File: config.mk
export PLATFORM = sky130hd
export DESIGN_NAME = jtag_stream_ctrl
export DESIGN_NICKNAME = d
export VERILOG_FILES = /design/src/rtl/jtag_stream_ctrl.sv
export SDC_FILE = /design/constraint.sdc
export NUM_CORES = 1
export LEC_CHECK = 0
export CORE_ASPECT_RATIO = 0.8
export CORE_MARGIN = 1.5
export CORE_UTILIZATION = 45
export DETAILED_ROUTE_END_ITERATION = 10
export PLACE_DENSITY = 0.64
export RECOVER_POWER = 50
export REMOVE_ABC_BUFFERS = 1
export SLEW_MARGIN = 20
export SYNTH_ARGS = -nofsm -noshare
export SYNTH_HDL_FRONTEND = slang
export SYNTH_SLANG_ARGS = --single-unit
File: constraint.sdc
create_clock -name tck -period 3.8 [get_ports tck]
set_input_delay 0.57 -clock tck [delete_from_list [all_inputs] [get_ports tck]]
set_output_delay 0.57 -clock tck [all_outputs]
set_load 0.01 [all_outputs]
File: src/rtl/jtag_stream_ctrl.sv
// ============================================================================
// jtag_stream_ctrl
// ----------------------------------------------------------------------------
// Purpose:
//   Sequencer between the BSCAN USER4 data-register port and the puzzle
//   solver datapath. All logic runs in the tck domain.
//   * Upload: each 8-bit DR scan writes one byte into a first-word-fall-
//     through FIFO. The FIFO feeds the solver over a valid/ready stream.
//   * End of input: two consecutive pushed 0x0A bytes mark end of input.
//     Once the FIFO drains, the block pulses end_of_file for one cycle.
//   * Readback: after the solver reports a result, Capture-DR loads the
//     latched result. The result then shifts out on tdo, LSB first.
//
// Ports:
//   tck, trst_n          clock; asynchronous active-low reset
//   test_logic_reset     synchronous clear (TAP in Test-Logic-Reset)
//   tdi / tdo            serial in / out (tdo = shift_reg[0])
//   ir_is_user           gates capture_dr / shift_dr / update_dr
//   capture_dr, shift_dr, update_dr   TAP DR state strobes
//   inbound_byte/_valid/_ready        byte stream to the solver
//   end_of_file          one-cycle pulse once all input has been delivered
//   result, result_valid solver answer
//   overflow             sticky: a byte was dropped because the FIFO was full
//   dbg_state            current sequencer state (0 RECEIVE, 1 DRAIN,
//                        2 SOLVE, 3 DONE)
//
// Stream handshake: a byte transfers on every tck edge where inbound_valid
// and inbound_ready are both high. inbound_valid never depends on
// inbound_ready. inbound_byte stays stable while inbound_valid is high and
// no transfer has occurred.
// ============================================================================
module jtag_stream_ctrl #(
    parameter int RESULT_WIDTH = 16,
    parameter int FIFO_DEPTH   = 16
) (
    input  logic                    tck,
    input  logic                    trst_n,
    input  logic                    tdi,
    output logic                    tdo,
    input  logic                    test_logic_reset,
    input  logic                    ir_is_user,
    input  logic                    capture_dr,
    input  logic                    shift_dr,
    input  logic                    update_dr,
    output logic [7:0]              inbound_byte,
    output logic                    inbound_valid,
    input  logic                    inbound_ready,
    output logic                    end_of_file,
    input  logic [RESULT_WIDTH-1:0] result,
    input  logic                    result_valid,
    output logic                    overflow,
    output logic [1:0]              dbg_state
);

    localparam int AW = $clog2(FIFO_DEPTH);

    typedef enum logic [1:0] {
        S_RECEIVE = 2'd0,
        S_DRAIN   = 2'd1,
        S_SOLVE   = 2'd2,
        S_DONE    = 2'd3
    } state_t;

    state_t                  r_state;
    state_t                  w_next_state;
    logic [RESULT_WIDTH-1:0] r_shift;
    logic [RESULT_WIDTH-1:0] r_result;
    logic [7:0]              r_mem [FIFO_DEPTH];
    logic [AW:0]             r_wr_ptr;
    logic [AW:0]             r_rd_ptr;
    logic                    r_last_was_lf;
    logic                    r_overflow;

    logic                    w_capture;
    logic                    w_shift;
    logic                    w_update;
    logic [7:0]              w_byte;
    logic                    w_empty;
    logic                    w_full;
    logic                    w_pop;
    logic                    w_write;
    logic                    w_push;
    logic                    w_drop;
    logic                    w_byte_is_lf;
    logic                    w_end_seen;

    // ------------------------------------------------------------------
    // DR strobes only count while the IR selects USER4
    // ------------------------------------------------------------------
    assign w_capture = ir_is_user & capture_dr;
    assign w_shift   = ir_is_user & shift_dr;
    assign w_update  = ir_is_user & update_dr;

    // Bits shift in LSB first from the top, so the last 8 bits shifted
    // sit in the top byte of the register.
    assign w_byte       = r_shift[RESULT_WIDTH-1 -: 8];
    assign w_byte_is_lf = (w_byte == 8'h0A);

    // ------------------------------------------------------------------
    // FIFO status. The extra pointer bit separates full from empty.
    // ------------------------------------------------------------------
    assign w_empty = (r_wr_ptr == r_rd_ptr);
    assign w_full  = (r_wr_ptr[AW] != r_rd_ptr[AW]) &&
                     (r_wr_ptr[AW-1:0] == r_rd_ptr[AW-1:0]);

    assign w_pop   = ~w_empty & inbound_ready;
    assign w_write = w_update & (r_state == S_RECEIVE);
    // A pop in the same cycle frees the slot the write lands in. When the
    // FIFO is full, the write slot is the head entry being read this cycle.
    assign w_push  = w_write & (~w_full | w_pop);
    assign w_drop  = w_write & ~w_push;

    // Two consecutive pushed LFs end the input. Dropped bytes do not count.
    assign w_end_seen = w_push & w_byte_is_lf & r_last_was_lf;

    // ------------------------------------------------------------------
    // FSM: state register
    // ------------------------------------------------------------------
    always_ff @(posedge tck or negedge trst_n) begin
        if (!trst_n) begin
            r_state <= S_RECEIVE;
        end else if (test_logic_reset) begin
            r_state <= S_RECEIVE;
        end else begin
            r_state <= w_next_state;
        end
    end

    // ------------------------------------------------------------------
    // FSM: next-state logic
    // ------------------------------------------------------------------
    always_comb begin
        w_next_state = r_state;
        case (r_state)
            S_RECEIVE: if (w_end_seen)   w_next_state = S_DRAIN;
            // No pushes happen outside RECEIVE. Once the FIFO is empty,
            // every byte has been delivered.
            S_DRAIN:   if (w_empty)      w_next_state = S_SOLVE;
            S_SOLVE:   if (result_valid) w_next_state = S_DONE;
            S_DONE:                      w_next_state = S_DONE;
            default:                     w_next_state = S_RECEIVE;
        endcase
    end

    // ------------------------------------------------------------------
    // FSM: outputs
    // ------------------------------------------------------------------
    always_comb begin
        end_of_file = 1'b0;
        dbg_state   = r_state;
        // DRAIN lasts exactly one cycle once the FIFO is empty, so this
        // is a single-cycle pulse.
        if (r_state == S_DRAIN && w_empty) begin
            end_of_file = 1'b1;
        end
    end

    // ------------------------------------------------------------------
    // DR shift register
    // ------------------------------------------------------------------
    always_ff @(posedge tck or negedge trst_n) begin
        if (!trst_n) begin
            r_shift <= '0;
        end else if (test_logic_reset) begin
            r_shift <= '0;
        end else if (w_capture) begin
            // The host polls until it reads a nonzero value.
            r_shift <= (r_state == S_DONE) ? r_result : '0;
        end else if (w_shift) begin
            r_shift <= {tdi, r_shift[RESULT_WIDTH-1:1]};
        end
    end

    assign tdo = r_shift[0];

    // ------------------------------------------------------------------
    // Result latch
    // ------------------------------------------------------------------
    always_ff @(posedge tck or negedge trst_n) begin
        if (!trst_n) begin
            r_result <= '0;
        end else if (test_logic_reset) begin
            r_result <= '0;
        end else if (r_state == S_SOLVE && result_valid) begin
            r_result <= result;
        end
    end

    // ------------------------------------------------------------------
    // FIFO storage and pointers. The storage needs no reset; clearing the
    // pointers empties the FIFO.
    // ------------------------------------------------------------------
    always_ff @(posedge tck) begin
        if (w_push) begin
            r_mem[r_wr_ptr[AW-1:0]] <= w_byte;
        end
    end

    always_ff @(posedge tck or negedge trst_n) begin
        if (!trst_n) begin
            r_wr_ptr <= '0;
            r_rd_ptr <= '0;
        end else if (test_logic_reset) begin
            r_wr_ptr <= '0;
            r_rd_ptr <= '0;
        end else begin
            if (w_push) r_wr_ptr <= r_wr_ptr + {{AW{1'b0}}, 1'b1};
            if (w_pop)  r_rd_ptr <= r_rd_ptr + {{AW{1'b0}}, 1'b1};
        end
    end

    // The head entry is a register, so a push appears at the output
    // on the cycle after the write.
    assign inbound_byte  = r_mem[r_rd_ptr[AW-1:0]];
    assign inbound_valid = ~w_empty;

    // ------------------------------------------------------------------
    // LF tracking and sticky overflow
    // ------------------------------------------------------------------
    always_ff @(posedge tck or negedge trst_n) begin
        if (!trst_n) begin
            r_last_was_lf <= 1'b0;
            r_overflow    <= 1'b0;
        end else if (test_logic_reset) begin
            r_last_was_lf <= 1'b0;
            r_overflow    <= 1'b0;
        end else begin
            if (w_push) r_last_was_lf <= w_byte_is_lf;
            if (w_drop) r_overflow    <= 1'b1;
        end
    end

    assign overflow = r_overflow;

endmodule

* Yosys cells after proc, flatten, opt, wreduce, memory -nomap -nowiden
Memories as Yosys holds them, arrays and structs flattened.
Cells that the tools add are included.
** Word-level totals
- Flip-flop bits (word level) :: 46
- Memory bits (writable) :: 128
- Input port bits :: 26
- Output and inout bits :: 14
- Logic and storage cells :: 65
- Memories kept :: 1
** Operators by class
- Add/subtract/negate cells :: 2
- Equality and inequality tests :: 10
- Multiplexer cells :: 22
- Bitwise operators :: 13
- Reductions and logical operators :: 10
** Memory list
- r_mem :: words 16, bits a word 8, read ports 1, clocked after memory_dff 0, write ports 1, RTL line 68 : logic [7:0] r_mem [FIFO_DEPTH];
** Operators by type and width (count)
- two-way mux 16 bit :: 6
- two-way mux 5 bit :: 4
- adder 5 x 1 -> 5 bit (second input constant) :: 2
- bitwise AND 1 bit :: 9
- != test 3 bit (second input constant) :: 3
- equality test 8 x 4 -> 1 bit (second input constant) :: 1
- two-way mux 2 bit :: 4
- case mux 2 bit (4 select lines) :: 1
- nonzero test 2 bit :: 4
- two-way mux 1 bit :: 7
- equality test 5 bit :: 1
- equality test 2 bit (second input constant) :: 2
- equality test 4 bit :: 1
- logical AND 1 bit :: 3
- inverter 1 bit :: 3
- AND reduction 3 bit :: 1
- nonzero test 3 bit :: 1
- equality test 2 x 1 -> 1 bit (second input constant) :: 1
- zero test 2 bit :: 1
- != test 1 bit :: 1
- bitwise OR 1 bit :: 1

* Depth between registers and ports, before layout
Gate-level depths: netlist of the first run.
- Word-level depth :: 10
- Gate-level depth with buffers :: 6

* Least setup slack after synthesis of the first run
OpenSTA, ideal clock, no wires.
- Path type :: register to output
- Start point :: register r_rd_ptr[0]
- End point :: output port inbound_byte[0]
- Data arrival time :: 1652 ps
- Required time :: 3230 ps
- Slack :: 1578 ps
- Cell stages (with the launch flop) :: 7
- Path buffers :: 3
- Path through :: dfrtp_1 > buf_6 > buf_4 > buf_4 > mux4_2 > mux2i_1 > a21oi_1
** On the way
- Longest elaborated chain between the ends :: 1
** RTL lines
- start: declaration :: RTL line 70 : logic [AW:0] r_rd_ptr;
- start signal: assignment :: RTL line 208 : if (w_pop) r_rd_ptr <= r_rd_ptr + {{AW{1'b0}}, 1'b1};
- memory read (16 x 8 bit)
- end: declaration :: RTL line 45 : output logic [7:0] inbound_byte,
Every way passes these cells.

* Worst setup path after layout of the first run
- Start point :: register r_rd_ptr[2]
- End point :: output port inbound_byte[6]
Same word-level chain as after synthesis.

==> PnR_summary.wiki, run 1 <==
{| class="wikitable"
! Metric !! Value
|-
| Critical path startpoint category || register
|-
| Proportion of total power due to net switching || 0.2154
|-
| Hold WC Path Type || reg2reg
|-
| Synthesis-to-finish area growth || 16.78%
|-
| Setup tns final || 0 ps
|-
| Drt pass-1 iters || 4
|-
| # Post-CTS Setup Buffers || 0
|-
| Width of the die || 144.8 µm
|-
| Total vias in the final route || 3930
|-
| Final HPWL from detailed placement || 9140 µm
|-
| Part of the cycle the worst path needs || 0.9189
|-
| Measured slew at the worst slew-check pin || 2468 ps
|-
| Die area || 16870 µm²
|-
| Global placement routability congestion || 0.7347
|-
| Number of nets in the layout || 510
|-
| Drt initial violations || 276
|-
| Number of pins exceeding their max-slew limit in the final report || 47
|-
| Placeable core region || 15750 µm²
|-
| GR Util met2 || 0.2860
|-
| Row cnt || 41
|-
| Final WL || 14310 µm
|-
| Highest achievable clock rate || 286.4 MHz
|-
| Most heavily used metal layer in global routing || met2
|-
| RSZ-0062 raised after global routing || no
|-
| Crit path DAT || 2920 ps
|-
| Class of the most critical setup path || reg2out
|-
| Mean instance size in the synthesized netlist || 16.69 µm²
|-
| Cts-stage hold buffer count || 0
|-
| Minimum period implied by the final worst setup slack || 3492 ps
|-
| Result of the run || complete, but fails checks
|-
| Count of inserted antenna diode cells || 0
|-
| CP endpoint kind || output pin
|-
| Maximum fanout count along the critical path || 17
|-
| Fraction of layout instances using a drive strength above 1 || 0.1707
|-
| Number of endpoints with negative hold slack in the final report || 0
|-
| Post-CTS sizing || 0
|-
| Pin count of the biggest net entering global routing || 47
|-
| TritonCTS clock tree || built
|-
| # setup viols final || 0
|-
| Cell Area, Synth || 7242 µm²
|-
| Cell leakage power || 2.888 nW
|-
| Clock slew at reported path FFs || 70 ps
|-
| Fraction of registers with async set/reset || 0.2644
|-
| Clock Root Buffer || sky130_fd_sc_hd__clkbuf_16
|-
| Number of H-tree levels || 4
|-
| GR met3 Demand/Resource || 0.05043
|-
| Part of the total power dissipated in sequential elements || 0.505
|-
| Synthesis-stage register bit count || 174
|-
| Total internal power || 0.003231 W
|-
| Count of port buffers added during placement || 39
|-
| Fin Clk Skew || 8.500 ps
|-
| Routed vias/inst || 5.559
|-
| Met1 Resource Use GR || 0.2625
|-
| Sum of overflow across all layers after global routing || 0
|-
| Required time at the endpoint of the critical path || 3230 ps
|-
| Worst R2R Setup Slack || 1160 ps
|-
| Pwr/cell area || 486.9 nW/µm²
|-
| Distinct cell type count of the synthesized netlist || 45
|-
| Overall power after layout || 0.004118 W
|-
| Ports || 40
|-
| Global Route Usage Sum || 0.1860
|-
| Post-synth EDFFs || 128
|-
| HP Start || r_shift[3]
|-
| Clock latency reported for the late side of the worst-skew pair || 420 ps
|-
| Clock tree buffer depth || 2
|-
| Global-route wire length before repair || 22470 µm
|-
| Worst Reg-to-Reg Cells || 4
|-
| Clk pwr share || 0.424
|-
| FF-to-FF Start || r_rd_ptr[2]
|-
| Initial cell density of the core || 0.4598
|-
| Worst R2R End || r_mem[8][3]
|-
| Failing checks || max-capacitance violations, max-slew violations
|-
| Synth Instances || 434
|-
| Combinational Power Share || 0.071
|-
| Max-capacitance violation count || 1
|-
| Detail-routed net length per standard cell || 20.24 µm
|-
| Hold Crit Endpoint || r_shift[3]
|-
| Number of warnings printed during yosys synthesis || 0
|-
| Most used DFF post-synth || sky130_fd_sc_hd__edfxtp_1
|-
| Number of antenna violations at the first check in global routing || 0
|-
| Worst vdd ir || 0.0002859 V
|-
| Hold Path Cell Cnt || 2
|-
| Share of the yosys chip area belonging to registers || 0.6897
|-
| Via count of the first global-routing pass || 3892
|-
| Height of the chip || 116.5 µm
|-
| Switching power total || 0.0008872 W
|-
| Antenna violation net count after detailed routing || 0
|-
| DRC viols || 0
|-
| Number of sinks handled by clock tree synthesis || 174
|-
| Headroom to the max-slew limit || -0.6451
|-
| TritonCTS buffer count || 17
|}
-- per-layer routing --
metal | vias to the layer above | wire length [µm]
li1 | 1805 | -
met1 | 2026 | 6797
met2 | 87 | 6705
met3 | 12 | 689
met4 | 0 | 115
met5 | - | 0
-- critical path, stage by stage (launching register included) --
cell                              delay (ps)
sky130_fd_sc_hd__dfrtp_1                 700
sky130_fd_sc_hd__buf_4                   370
sky130_fd_sc_hd__buf_4                   210
sky130_fd_sc_hd__mux4_2                  290
sky130_fd_sc_hd__a211oi_1                360
sky130_fd_sc_hd__a21oi_1                  70
sky130_fd_sc_hd__clkdlybuf4s50_1         490
-- stage by stage --
| stage | utilization | hold WS [ps] | instance area (µm²) | worst slack [ps] | cells |
|---|---|---|---|---|---|
| after floorplan | - | 274.4 | 7121 | 420.5 | 410 |
| after global placement | 0.4990 | 461.2 | 7859 | 583.9 | 675 |
| after detailed placement | 0.4990 | 470.8 | 7859 | 558.3 | 675 |
| after CTS | 0.5374 | 343.4 | 8463 | 87.18 | 707 |
| after global routing | 0.5370 | 506.3 | 8457 | 163.2 | 707 |
| final | 0.5370 | 483.0 | 8457 | 308.0 | 707 |
-- final cells by class --
class | count | area (µm²)
Clock inverter | 10 | 93.84
Clock buffer | 22 | 510.5
Multi-Input combinational cell | 231 | 2103
Fill cell | 1251 | 7292
Timing Repair Buffer | 50 | 462.9
Sequential cell | 174 | 4999
Tap cell | 215 | 269.0
Inverter | 5 | 18.77
-- registers in the layout, indices dropped and copies added, names as in the netlist --
register and count:
overflow 1, r_last_was_lf 1, r_shift 16, r_result 16, r_wr_ptr 5, dbg_state 2, r_rd_ptr 5, r_mem 128
-- placed cells by master, fill, tap and decap left out, types with 13 or more instances in the layout --
cell type / n
sky130_fd_sc_hd__nor2_1: 16
sky130_fd_sc_hd__clkdlybuf4s50_1: 37
sky130_fd_sc_hd__nand2_1: 22
sky130_fd_sc_hd__and3_1: 16
sky130_fd_sc_hd__a22oi_1: 16
sky130_fd_sc_hd__mux4_2: 28
sky130_fd_sc_hd__clkbuf_16: 20
sky130_fd_sc_hd__dfrtp_1: 45
sky130_fd_sc_hd__a21oi_1: 13
sky130_fd_sc_hd__edfxtp_1: 128
sky130_fd_sc_hd__nor2b_1: 16
sky130_fd_sc_hd__a22o_1: 16
sky130_fd_sc_hd__o21ai_0: 16
-- Yosys cell counts, drive strengths merged, types with 5 or more instances --
library cell,n,share of area
a211oi,9,0.0093
a21oi,14,0.010
a22o,16,0.019
a22oi,16,0.017
and3,16,0.014
buf,10,0.0095
clkbuf,14,0.0073
dfrtp,46,0.16
edfxtp,128,0.53
ha,5,0.0086
inv,5,0.0026
mux2,8,0.013
mux2i,10,0.014
mux4,32,0.10
nand2,22,0.011
nand2b,5,0.0043
nor2,17,0.0088
nor2b,16,0.014
o21ai,16,0.011
-- cell families after synthesis --
group	Yosys count	synth area share
AO/OA/AOI/OAI	82	0.07827
XOR/XNOR	5	0.008122
adder cells (fa/ha/maj)	5	0.008639
buffers and inverters	29	0.01935
flip-flops	174	0.6897
multiplexers	50	0.1284
AND/OR/NAND/NOR	89	0.06755
-- worst max-delay path by stage --
stage,startpoint,end,slack [ps],depth (start not counted)
6_report,r_rd_ptr[2],inbound_byte[6],310,6
5_1_grt,r_rd_ptr[2],inbound_byte[3],160,6
4_1_cts,r_rd_ptr[0],inbound_byte[3],90,5
3_5_place_dp,r_rd_ptr[0],inbound_byte[3],560,5
3_3_place_gp,r_rd_ptr[0],inbound_byte[0],580,5
2_1_floorplan,r_rd_ptr[0],end_of_file,420,4
-- power groups by stage --
stage               combinational, W  clock [W]  sequential, W
detailed placement          0.000297          0        0.00212
floorplan                   0.000156          0        0.00212
global placement            0.000294          0        0.00212
CTS                         0.000298    0.00177        0.00208
global route                0.000319    0.00185        0.00208
finish                      0.000292    0.00175        0.00208
No activity file was read; power rests on OpenSTA's default activity.
==> inputs of run 2 (changes only) <==
==> constraint.sdc (replaced) <==
create_clock -name tck -period 4.1 [get_ports tck]
set_input_delay 0.615 -clock tck [delete_from_list [all_inputs] [get_ports tck]]
set_output_delay 0.615 -clock tck [all_outputs]
set_load 0.01 [all_outputs]
==> run 2 against run 1 <==
Largest power group unchanged. Clock skew is essentially flat. Combinational power shrank 7.2%. Clock power shrank 15%. Non-clock buffer count shrank 2. Global-route usage grew 0.39 points. Cell count shrank 0.28%. Highest routed layer unchanged. Worst hold slack lost 10 ps. Largest cell class unchanged. The run still ends with max-capacitance violations, max-slew violations left. Die area is the same.
==> PnR_summary.wiki, run 2 (synthesis gave the netlist of run 1 again) <==
{| class="wikitable"
! Metric !! Value
|-
| Antenna violation net count after detailed routing || 0
|-
| Critical-path cell list || mux4_1 -> nor2b_1 -> a211oi_1 -> a21oi_1 -> clkdlybuf4s50_1
|-
| # Post-CTS Setup Buffers || 0
|-
| Drt pass-1 iters || 4
|-
| Number of sinks handled by clock tree synthesis || 174
|-
| Setup tns final || 0 ps
|-
| Part of the total power dissipated in sequential elements || 0.523
|-
| Leading cell types in the layout, fill and taps excluded || sky130_fd_sc_hd__edfxtp_1 (128), sky130_fd_sc_hd__dfrtp_1 (45), sky130_fd_sc_hd__clkdlybuf4s50_1 (33)
|-
| Placed Area || 7844 µm²
|-
| RSZ-0062 raised after global routing || no
|-
| Placeable core region || 15750 µm²
|-
| Class of the most critical setup path || reg2out
|-
| Clock tree buffer depth || 2
|-
| Highest achievable clock rate || 264.3 MHz
|-
| Part of the cycle the worst path needs || 0.9229
|-
| Pwr/cell area || 439.0 nW/µm²
|-
| Minimum period implied by the final worst setup slack || 3784 ps
|-
| Number of nets in the layout || 508
|-
| Die area || 16870 µm²
|-
| Headroom to the max-slew limit || -0.5956
|-
| Worst vdd ir || 0.0003311 V
|-
| Result of the run || complete, but fails checks
|-
| Clock slew at reported path FFs || 60 ps
|-
| Commonest non-fill, non-tap cell in the layout || sky130_fd_sc_hd__edfxtp_1
|-
| Routed vias/inst || 5.620
|-
| Max-capacitance violation count || 1
|-
| TritonCTS buffer count || 17
|-
| # setup viols final || 0
|-
| Clk pwr share || 0.404
|-
| Initial cell density of the core || 0.4598
|-
| Pin count of the biggest net entering global routing || 47
|-
| Clock latency reported for the late side of the worst-skew pair || 420 ps
|-
| Fin Clk Skew || 8.370 ps
|-
| Global-route wire length before repair || 23010 µm
|-
| Detail-routed net length per standard cell || 20.22 µm
|-
| Failing checks || max-capacitance violations, max-slew violations
|-
| Peak per-stage delay on the critical path || 940 ps
|-
| Count of port buffers added during placement || 39
|-
| Count of inserted antenna diode cells || 0
|-
| CP endpoint kind || output pin
|-
| Height of the chip || 116.5 µm
|-
| Sum of overflow across all layers after global routing || 0
|-
| Switching power total || 0.0007841 W
|-
| Required time at the endpoint of the critical path || 3480 ps
|-
| Number of endpoints with negative hold slack in the final report || 0
|-
| Global placement routability congestion || 0.7197
|-
| Critical path startpoint category || register
|-
| Final standard cell area without fillers || 8388 µm²
|-
| Clock Root Buffer || sky130_fd_sc_hd__clkbuf_16
|-
| Util after Layout || 0.5326
|-
| Combinational Power Share || 0.074
|-
| Fraction of layout instances using a drive strength above 1 || 0.1653
|-
| DRC viols || 0
|-
| Ports || 40
|-
| Cts-stage hold buffer count || 0
|-
| Row cnt || 41
|-
| Hold WC Path Type || reg2reg
|-
| Proportion of total power due to net switching || 0.2129
|-
| Via count of the first global-routing pass || 4041
|-
| Measured slew at the worst slew-check pin || 2393 ps
|-
| Post-CTS sizing || 0
|-
| Final HPWL from detailed placement || 9017 µm
|-
| Drt initial violations || 335
|-
| Cell leakage power || 2.867 nW
|-
| Number of pins exceeding their max-slew limit in the final report || 47
|-
| Synthesis-to-finish area growth || 15.83%
|-
| Total vias in the final route || 3962
|-
| Crit path DAT || 3170 ps
|-
| TritonCTS clock tree || built
|-
| Final WL || 14250 µm
|-
| Maximum fanout count along the critical path || 26
|-
| Width of the die || 144.8 µm
|-
| Total internal power || 0.002898 W
|-
| Global Route Usage Sum || 0.1899
|-
| Number of antenna violations at the first check in global routing || 0
|-
| Number of H-tree levels || 4
|-
| Cell with the largest stage delay on the worst path || sky130_fd_sc_hd__dfrtp_2
|-
| Number of flip-flops under the largest register name || 128
|}
run 2: cell count changes in the layout (fill, tap and decap cells not counted), sizes merged:
cell and change:
clkbuf -1, clkdlybuf4s50 -4, buf -2, clkinv +6, dlygate4sd3 +4, inv -5
run 2: final timing paths:
path / from / end / slack, ps / depth (start not counted)
min: r_shift[0] / r_shift[0] / 470 / 2
min reg2reg: r_shift[0] / r_shift[0] / 470 / 2
max reg2reg: r_rd_ptr[0] / r_mem[9][4] / 780 / 6
min in group asynchronous: trst_n / r_result[4] / 920 / 1
max: r_rd_ptr[0] / inbound_byte[7] / 320 / 5
max in group asynchronous: trst_n / r_rd_ptr[0] / 1630 / 1
run 2: layout make-up:
cell class | instances | area [µm²]
inverters | 5 | 18.77
clock inverters | 11 | 91.34
fillers | 1279 | 7361
multi-input cells | 231 | 2107
repair buffers | 48 | 447.9
clock buffers | 21 | 457.9
well taps | 215 | 269.0
flip-flops and latches | 174 | 4996
run 2: critical path: cells and delay by family (launching register included):
family                 cells  cell delay, ps
AOI/OAI and AO/OA          2             500
buffers and inverters      1             510
DFF                        1             940
muxes                      1             650
and+or+nand+nor            1             140
run 2: power by group through the flow:
| stage | logic, W | clock network [W] | registers [W] |
|---|---|---|---|
| 3_3_place_gp | 0.000272 | 0 | 0.00196 |
| 3_5_place_dp | 0.000275 | 0 | 0.00196 |
| 6_report | 0.000271 | 0.00149 | 0.00193 |
| 4_1_cts | 0.000277 | 0.00152 | 0.00193 |
| 5_1_grt | 0.000295 | 0.00159 | 0.00193 |
| 2_1_floorplan | 0.000145 | 0 | 0.00196 |
run 2: per-stage QoR:
| stage | hold WS (ps) | instances | setup WS, ps | total power, W |
|---|---|---|---|---|
| 2_1_floorplan | 319.4 | 410 | 675.5 | 0.002107 |
| 3_3_place_gp | 463.6 | 673 | 662.8 | 0.002235 |
| 3_5_place_dp | 470.6 | 673 | 666.0 | 0.002239 |
| 4_1_cts | 391.9 | 705 | 193.5 | 0.003719 |
| 5_1_grt | 519.5 | 705 | 105.1 | 0.003817 |
| 6_report | 472.5 | 705 | 316.3 | 0.003682 |
run 2: routing by layer:
layer / GRT usage / share of wire
met1: 0.2691 / 0.46
met2: 0.2905 / 0.49
met3: 0.05002 / 0.050
met4: 0.05926 / 0.0073
met5: 0 / 0
==> inputs of run 3 (changes only) <==
--- a/config.mk
+++ b/config.mk
@@ -8,8 +8,10 @@
 export CORE_ASPECT_RATIO = 0.8
 export CORE_MARGIN = 1.5
 export CORE_UTILIZATION = 45
+export CTS_CLUSTER_SIZE = 40
 export DETAILED_ROUTE_END_ITERATION = 10
-export PLACE_DENSITY = 0.64
+export DONT_BUFFER_PORTS = 1
+export PLACE_DENSITY = 0.61
 export RECOVER_POWER = 50
 export REMOVE_ABC_BUFFERS = 1
 export SLEW_MARGIN = 20
==> run 3 against run 2 <==
The run still ends with max-capacitance violations, max-slew violations left. First-iteration DRC count decreased by 6.6%. Global-route usage is 0.45 points lower. Wire length is 0.84% higher. Critical path type unchanged.
==> PnR_summary.wiki, run 3 (synthesis gave the netlist of run 1 again) <==
{| class="wikitable"
! Metric !! Value
|-
| Sum of overflow across all layers after global routing || 0
|-
| Switching power total || 0.0008318 W
|-
| Number of nets in the layout || 467
|-
| Ports || 40
|-
| Critical path startpoint category || register
|-
| Hold Path Cell Cnt || 1
|-
| Number of sinks handled by clock tree synthesis || 174
|-
| Maximum fanout count along the critical path || 22
|-
| Cell leakage power || 2.699 nW
|-
| Pwr/cell area || 470.6 nW/µm²
|-
| Via count of the first global-routing pass || 3930
|-
| Clock Root Buffer || sky130_fd_sc_hd__clkbuf_16
|-
| Headroom to the max-slew limit || -0.6370
|-
| Part of the total power dissipated in sequential elements || 0.508
|-
| Final WL || 14370 µm
|-
| Detail-routed net length per standard cell || 21.68 µm
|-
| Die area || 16870 µm²
|-
| Number of pins exceeding their max-slew limit in the final report || 47
|-
| # setup viols final || 0
|-
| Proportion of total power due to net switching || 0.2201
|-
| Critical-path cell list || buf_4 -> mux4_2 -> a211oi_1 -> a21oi_1
|-
| Instance count after placement with tap cells included || 631
|-
| Clock tree buffer depth || 2
|-
| Minimum period implied by the final worst setup slack || 3348 ps
|-
| Total internal power || 0.002948 W
|-
| Post-CTS sizing || 0
|-
| RSZ-0062 raised after global routing || no
|-
| Peak per-stage delay on the critical path || 840 ps
|-
| Global Route Usage Sum || 0.1854
|-
| CP endpoint kind || output pin
|-
| Number of H-tree levels || 4
|-
| Combinational Power Share || 0.057
|-
| Part of the cycle the worst path needs || 0.8166
|-
| Synthesis-to-finish area growth || 10.90%
|-
| Worst Reg-to-Reg Cells || 5
|-
| Hold WC Path Type || in2reg
|-
| Number of flip-flops under the largest register name || 128
|-
| Routed vias/inst || 5.762
|-
| Clk pwr share || 0.435
|-
| Crit path DAT || 2730 ps
|-
| Crit path depth || 4
|-
| Height of the chip || 116.5 µm
|-
| Width of the die || 144.8 µm
|-
| Antenna violation net count after detailed routing || 0
|-
| Final cell count without fillers || 663
|-
| Count of inserted antenna diode cells || 0
|-
| Result of the run || complete, but fails checks
|-
| Final HPWL from detailed placement || 8759 µm
|-
| TritonCTS clock tree || built
|-
| Failing checks || max-capacitance violations, max-slew violations
|-
| Initial cell density of the core || 0.4598
|-
| Commonest non-fill, non-tap cell in the layout || sky130_fd_sc_hd__edfxtp_1
|-
| Measured slew at the worst slew-check pin || 2456 ps
|-
| Class of the most critical setup path || reg2out
|-
| Worst vdd ir || 0.0003137 V
|-
| Clock latency reported for the late side of the worst-skew pair || 430 ps
|-
| Cell with the largest stage delay on the worst path || sky130_fd_sc_hd__dfrtp_2
|-
| Drt pass-1 iters || 4
|-
| # Post-CTS Setup Buffers || 0
|-
| Number of antenna violations at the first check in global routing || 0
|-
| Number of endpoints with negative hold slack in the final report || 0
|-
| Fraction of layout instances using a drive strength above 1 || 0.1719
|-
| Fin Clk Skew || 8.493 ps
|-
| Clock slew at reported path FFs || 60 ps
|-
| Pin count of the biggest net entering global routing || 47
|-
| Required time at the endpoint of the critical path || 3480 ps
|-
| Setup tns final || 0 ps
|-
| Leading cell types in the layout, fill and taps excluded || sky130_fd_sc_hd__edfxtp_1 (128), sky130_fd_sc_hd__dfrtp_1 (45), sky130_fd_sc_hd__mux4_2 (28)
|-
| Global-route wire length before repair || 22400 µm
|-
| Kind of cell adding the most delay to the critical path || flip-flops
|-
| Total vias in the final route || 3820
|-
| TritonCTS buffer count || 17
|-
| Drt initial violations || 313
|-
| DRC viols || 0
|-
| Count of port buffers added during placement || 0
|-
| Max-capacitance violation count || 1
|-
| Global placement routability congestion || 0.7368
|-
| Highest achievable clock rate || 298.7 MHz
|-
| CP bufs+invs || 1
|-
| Placeable core region || 15750 µm²
|-
| Row cnt || 41
|}
[run 3: cell count changes in the layout (fill, tap and decap cells not counted), sizes merged]
cell / before / now
buf: 8 / 5
bufinv: 1 / 3
clkbuf: 23 / 21
clkdlybuf4s50: 33 / 0
clkinv: 9 / 3
clkinvlp: 0 / 1
dlygate4sd3: 5 / 0
inv: 6 / 10
[run 3: path summary, 6_finish.rpt]
path	startpoint	endpoint	slack (ps)
worst max-delay path	r_rd_ptr[0]	inbound_byte[1]	750
min in group asynchronous	trst_n	r_result[5]	940
worst min register to register	r_shift[3]	r_shift[3]	490
worst max register to register	r_rd_ptr[3]	r_mem[1][4]	1200
max in group asynchronous	trst_n	r_rd_ptr[0]	1590
worst min-delay path	test_logic_reset	dbg_state[1]	250
[run 3: metal layers]
metal,global-route usage,vias up,routed length (µm)
met5,0,-,0
li1,-,1728,-
met3,0.05043,10,659
met1,0.2595,1999,6700
met2,0.2886,83,6886
met4,0.05185,0,126
[run 3: cell type report]
cell class / count / area [µm²]
clock buffer: 19 / 432.9
clock inverter: 12 / 157.7
fill: 1306 / 7717
inverter: 5 / 18.77
multi-input combinational: 231 / 2112
sequential: 174 / 4996
tap: 215 / 269.0
timing repair buffer: 7 / 45.04
[run 3: metrics by stage]
stage	setup WS [ps]	utilization	power (W)	hold slack [ps]	cell area, µm²
after floorplan	675.5	-	0.002107	319.4	7121
after CTS	662.5	0.5114	0.003810	28.62	8054
after detailed placement	1118	0.4722	0.002170	321.0	7436
after global routing	531.5	0.5100	0.003896	228.4	8031
final	752.1	0.5100	0.003780	246.3	8031
after global placement	1176	0.4722	0.002164	321.3	7436
[run 3: what timing repair did]
action                                  4_1_cts  5_1_grt
hold buffers                                  1        0
endpoints found under the setup margin        0        0
hold endpoints to repair                     46        0
[run 3: power groups by stage]
stage | Clock, W | Sequential (W) | Combinational [W]
final | 0.00164 | 0.00192 | 0.000216
after global routing | 0.00174 | 0.00192 | 0.000234
after CTS | 0.00166 | 0.00192 | 0.000223
after detailed placement | 0 | 0.00196 | 0.000211
after global placement | 0 | 0.00196 | 0.000207
after floorplan | 0 | 0.00196 | 0.000145
[run 3: worst reg2reg max path, cell delays in order, from the launching register on]
cell	delay (ps)
sky130_fd_sc_hd__dfrtp_1	850
sky130_fd_sc_hd__xor2_1	300
sky130_fd_sc_hd__nor4_4	50
sky130_fd_sc_hd__buf_4	200
sky130_fd_sc_hd__a21boi_2	570
sky130_fd_sc_hd__and3_1	580
